### src/rtl/key_filter_multi.sv
// ============================================================================
// Module   : key_filter_multi
// Brief    : Multi-channel key synchroniser/debouncer with press, release,
//            long-press and auto-repeat event pulses.
// Revision : 1.0 - initial release
// ============================================================================
`default_nettype none

module key_filter_multi #(
  parameter int NUM_KEYS        = 4,
  parameter int ACTIVE_LOW      = 1,
  parameter int DEBOUNCE_CYCLES = 1000000,
  parameter int LONG_CYCLES     = 50000000,
  parameter int REPEAT_CYCLES   = 10000000,
  parameter int CNT_WIDTH       = 26
) (
  input  logic                Clk,
  input  logic                Rst_n,
  input  logic [NUM_KEYS-1:0] key_in,
  output logic [NUM_KEYS-1:0] key_state,
  output logic [NUM_KEYS-1:0] key_press,
  output logic [NUM_KEYS-1:0] key_release,
  output logic [NUM_KEYS-1:0] key_long,
  output logic [NUM_KEYS-1:0] key_repeat
);

  localparam logic [1:0] c_idle    = 2'd0;
  localparam logic [1:0] c_filter0 = 2'd1;
  localparam logic [1:0] c_down    = 2'd2;
  localparam logic [1:0] c_filter1 = 2'd3;

  localparam logic                 c_released = (ACTIVE_LOW != 0);
  localparam logic                 c_rep_en   = (REPEAT_CYCLES != 0);
  localparam logic [CNT_WIDTH-1:0] c_deb_last  = CNT_WIDTH'(DEBOUNCE_CYCLES - 1);
  localparam logic [CNT_WIDTH-1:0] c_long_last = CNT_WIDTH'(LONG_CYCLES - 1);
  // With repeat disabled the terminal value is never compared, so park it at 0.
  localparam logic [CNT_WIDTH-1:0] c_rep_last  =
    CNT_WIDTH'((REPEAT_CYCLES > 0) ? (REPEAT_CYCLES - 1) : 0);

  for (genvar i = 0; i < NUM_KEYS; i++) begin : g_ch
    logic                 r_sync1;
    logic                 r_sync2;
    logic [1:0]           r_state;
    logic [CNT_WIDTH-1:0] r_dcnt;
    logic [CNT_WIDTH-1:0] r_hcnt;
    logic                 r_rep;
    logic                 r_key_state;
    logic                 r_press;
    logic                 r_release;
    logic                 r_long;
    logic                 r_repeat;
    logic                 w_s;

    assign w_s = r_sync2 ^ c_released;

    always_ff @(posedge Clk) begin
      if (!Rst_n) begin
        r_sync1     <= c_released;
        r_sync2     <= c_released;
        r_state     <= c_idle;
        r_dcnt      <= '0;
        r_hcnt      <= '0;
        r_rep       <= 1'b0;
        r_key_state <= 1'b0;
        r_press     <= 1'b0;
        r_release   <= 1'b0;
        r_long      <= 1'b0;
        r_repeat    <= 1'b0;
      end else begin
        r_sync1   <= key_in[i];
        r_sync2   <= r_sync1;
        r_press   <= 1'b0;
        r_release <= 1'b0;
        r_long    <= 1'b0;
        r_repeat  <= 1'b0;
        case (r_state)
          c_idle: begin
            if (w_s) begin
              r_state <= c_filter0;
              r_dcnt  <= '0;
            end
          end
          c_filter0: begin
            if (!w_s) begin
              r_state <= c_idle;
            end else if (r_dcnt == c_deb_last) begin
              r_state     <= c_down;
              r_press     <= 1'b1;
              r_key_state <= 1'b1;
              r_hcnt      <= '0;
              r_rep       <= 1'b0;
            end else begin
              r_dcnt <= r_dcnt + 1'b1;
            end
          end
          c_down: begin
            // hcnt is left untouched on the way out so a release bounce resumes it
            if (!w_s) begin
              r_state <= c_filter1;
              r_dcnt  <= '0;
            end else if (!r_rep) begin
              if (r_hcnt == c_long_last) begin
                r_long <= 1'b1;
                r_rep  <= 1'b1;
                r_hcnt <= '0;
              end else begin
                r_hcnt <= r_hcnt + 1'b1;
              end
            end else if (c_rep_en) begin
              if (r_hcnt == c_rep_last) begin
                r_repeat <= 1'b1;
                r_hcnt   <= '0;
              end else begin
                r_hcnt <= r_hcnt + 1'b1;
              end
            end
          end
          c_filter1: begin
            if (w_s) begin
              r_state <= c_down;
            end else if (r_dcnt == c_deb_last) begin
              r_state     <= c_idle;
              r_release   <= 1'b1;
              r_key_state <= 1'b0;
            end else begin
              r_dcnt <= r_dcnt + 1'b1;
            end
          end
          default: begin
            r_state     <= c_idle;
            r_key_state <= 1'b0;
          end
        endcase
      end
    end

    assign key_state[i]   = r_key_state;
    assign key_press[i]   = r_press;
    assign key_release[i] = r_release;
    assign key_long[i]    = r_long;
    assign key_repeat[i]  = r_repeat;
  end

endmodule

`default_nettype wire

### config.mk
export PLATFORM = sky130hd
export DESIGN_NAME = key_filter_multi
export DESIGN_NICKNAME = d
export VERILOG_FILES = /design/src/rtl/key_filter_multi.sv
export SDC_FILE = /design/constraint.sdc
export NUM_CORES = 1
export LEC_CHECK = 0
export CELL_PAD_IN_SITES_DETAIL_PLACEMENT = 1
export CELL_PAD_IN_SITES_GLOBAL_PLACEMENT = 2
export CORE_ASPECT_RATIO = 1.5
export CORE_MARGIN = 2
export CORE_UTILIZATION = 41
export CTS_CLUSTER_SIZE = 10
export DETAILED_ROUTE_END_ITERATION = 10
export PLACE_DENSITY = 0.93
export RECOVER_POWER = 50
export SYNTH_ARGS = -nofsm -noshare
export SYNTH_HDL_FRONTEND = slang
export SYNTH_SLANG_ARGS = --single-unit
### constraint.sdc
create_clock -name Clk -period 5.3 [get_ports Clk]
set_input_delay 0.53 -clock Clk [delete_from_list [all_inputs] [get_ports Clk]]
set_output_delay 0.53 -clock Clk [all_outputs]
set_load 0.03 [all_outputs]
==> metrics <==
first-pass GRT wire length 59200 µm; Mapped Cells 1594; violated checks capacitance limit, slew limit; Post-synth top cells dfxtp_1, nand2_1, nor2_1, nand3_1; crit share post-route 0.651; Area Overhead vs Synth 8.58%; WS Path Type input port to register; LEAKAGE 0.00442 µW; mapped cell area 12800 µm²; Hold Path Origin g_ch[3].r_sync1; max_slew headroom -0.382; Vias 11700; drt total wl 34800 µm; RD Place Congestion 0.858; total negative slack 0 ps; cts bufs inserted 29; Clock Skew 12.1 ps; multi-input combinational cell area 7210 µm²; top_reg_cell synth dfxtp_1; Seq/Total Area, Yosys 0.389; min Tclk post-route 3450 ps; CP Max Fanout 42; Synth area leader dfxtp_1; fmax 0.290 GHz; FP Rows 79; antenna violations before repair 0; Die Y 220 µm; H-Tree Depth 1; clock root buffer clkbuf_16; reg2reg start g_ch[1].r_hcnt[0]; fraction of layout cells with a size suffix above 1 0.0408; Yosys top cell area share 0.389; Initial Util 0.414; DIE WIDTH 148 µm; ranking of synthesized cells by area dfxtp_1, nand3_1, nand2_1, nor2_1, xor2_1; most frequent cell after synthesis dfxtp_1; Final Setup Violations 0; critical path capture point type register; # fillers 3815; Final Hold Fails 0; Clock Tree Buf Depth 3; peak supply drop 0.000279 V; power after layout 3700 µW; PostCTS Resize Cnt 0; #FFs+latches synth 248; Synth cell types 76; Ys Warns 0; Power Density 267 nW/µm²; Post-CTS Setup Bufs 0; status finished, violations left; vias per cell 5.93; Critical Path AT 3790 ps; # IOs 26; Iter 0 DRT Violations 428; DR DRC count 0; number of inserted diodes 0; Syn Area/Cell 8.00 µm²; crit path from Rst_n; r2r setup slk 2420 ps; DP Wirelength 24400 µm; largest net degree at the start of global routing 43; vias in the first global route 12300; CTS clk-pin slew, worst paths 60 ps; Pre-Repair DR Iteration Count 4; Max Cap Viol 2; gr usage total 0.215; nets@finish 1583; unrepaired setup endpoints after global routing false; Final ANT Viol Nets 0; actual slew at the worst max-slew pin 2070 ps; CTS Hold Bufs 0; Mapped Nets 1611; Skew-Pair Late Insertion Delay 550 ps; CTS tree built; clock sink total 248; Die Area 32600 µm²; sequential cell area 4960 µm²; post-route insts no fill 1974; number of enable flip-flop cells after synthesis 0; Critical Path Start Type input port; max-slew violation count 80; CP required 5630 ps; Hold Path Class register to register; Core Footprint 30800 µm²; wire per inst 17.6 µm; I/O Buffers 25; GR Overflow Total 0; ys async rst share 0; Placed Cells incl. Taps 1940
-- metrics by stage --
| stage | cell area [µm²] | hold slack, ps | utilization | worst slack (ps) |
|---|---|---|---|---|
| final | 13900 | 405 | 0.449 | 1850 |
| after global routing | 13900 | 420 | 0.449 | 1500 |
| after CTS | 13900 | 369 | 0.451 | 2570 |
| after detailed placement | 13100 | 398 | 0.426 | 2580 |
| after global placement | 13100 | 391 | 0.426 | 2620 |
| after floorplan | 12800 | 386 | - | 3130 |
-- layout by cell type, fill, tap and decap left out, drive strengths merged, types with 20 or more instances in the layout --
cell | netlist | final
o21ai | 57 | 57
nor2 | 153 | 153
and4 | 29 | 29
nor4 | 35 | 35
dfxtp | 248 | 248
and3 | 31 | 31
nor4b | 23 | 23
nand2b | 26 | 26
xnor2 | 23 | 23
nand2 | 166 | 166
nand3 | 143 | 143
a31oi | 27 | 27
a21oi | 63 | 63
xor2 | 58 | 58
or3 | 50 | 50
inv | 23 | 24
o21a | 20 | 20
dlygate4sd3 | 0 | 20
clkbuf | 56 | 39
nor3 | 73 | 73
nand4 | 72 | 72
-- report_power, final --
part / internal (µW) / switching, µW
sequential: 1870 / 9.02
combinational: 19.9 / 58.6
clock: 978 / 759
-- path summary, 6_finish.rpt --
check             depth (start not counted)           endpoint
setup / recovery                          4    g_ch[1].r_press
hold / removal                            1    g_ch[3].r_sync2
setup reg to reg                          8  g_ch[1].r_hcnt[9]
hold reg to reg                           1    g_ch[3].r_sync2
-- cell type report --
cell class              instances  area share
clock inverters                 3     0.00163
well taps                     405      0.0366
repair buffers                 39      0.0233
inverters                      23     0.00623
multi-input cells            1225       0.520
clock buffers                  31      0.0536
flip-flops and latches        248       0.358
-- kinds of logic after synthesis --
kind of cell | after synthesis | share of synthesized area
AOI/OAI and AO/OA | 251 | 0.127
adders and majority gates | 11 | 0.0108
xor gates and xnor gates | 81 | 0.0556
DFF | 248 | 0.389
muxes | 8 | 0.00637
and+or+nand+nor | 874 | 0.367
buffers and inverters | 121 | 0.0448
-- registers in the layout, indices dropped and copies added (netlist names), named ones only --
signal,flops
g_ch.r_sync1,4
g_ch.r_release,4
g_ch.r_long,4
g_ch.r_press,4
g_ch.r_dcnt,104
g_ch.r_key_state,4
g_ch.r_hcnt,104
g_ch.r_sync2,4
g_ch.r_repeat,4
g_ch.r_rep,4
g_ch.r_state,4
-- per-layer routing --
layer / part of all wire / global-route usage / vias to the layer above
met5: 0 / 0 / -
met4: 0.030 / 0.0790 / 0
met3: 0.029 / 0.0282 / 80
met2: 0.53 / 0.416 / 157
met1: 0.41 / 0.235 / 5756
li1: - / - / 5718
-- critical path, cell delays in order --
cell and delay, ps:
clkbuf_1 350, inv_1 1170, clkbuf_1 1560, nor4_1 150
Power figures use the tool's default switching activity.
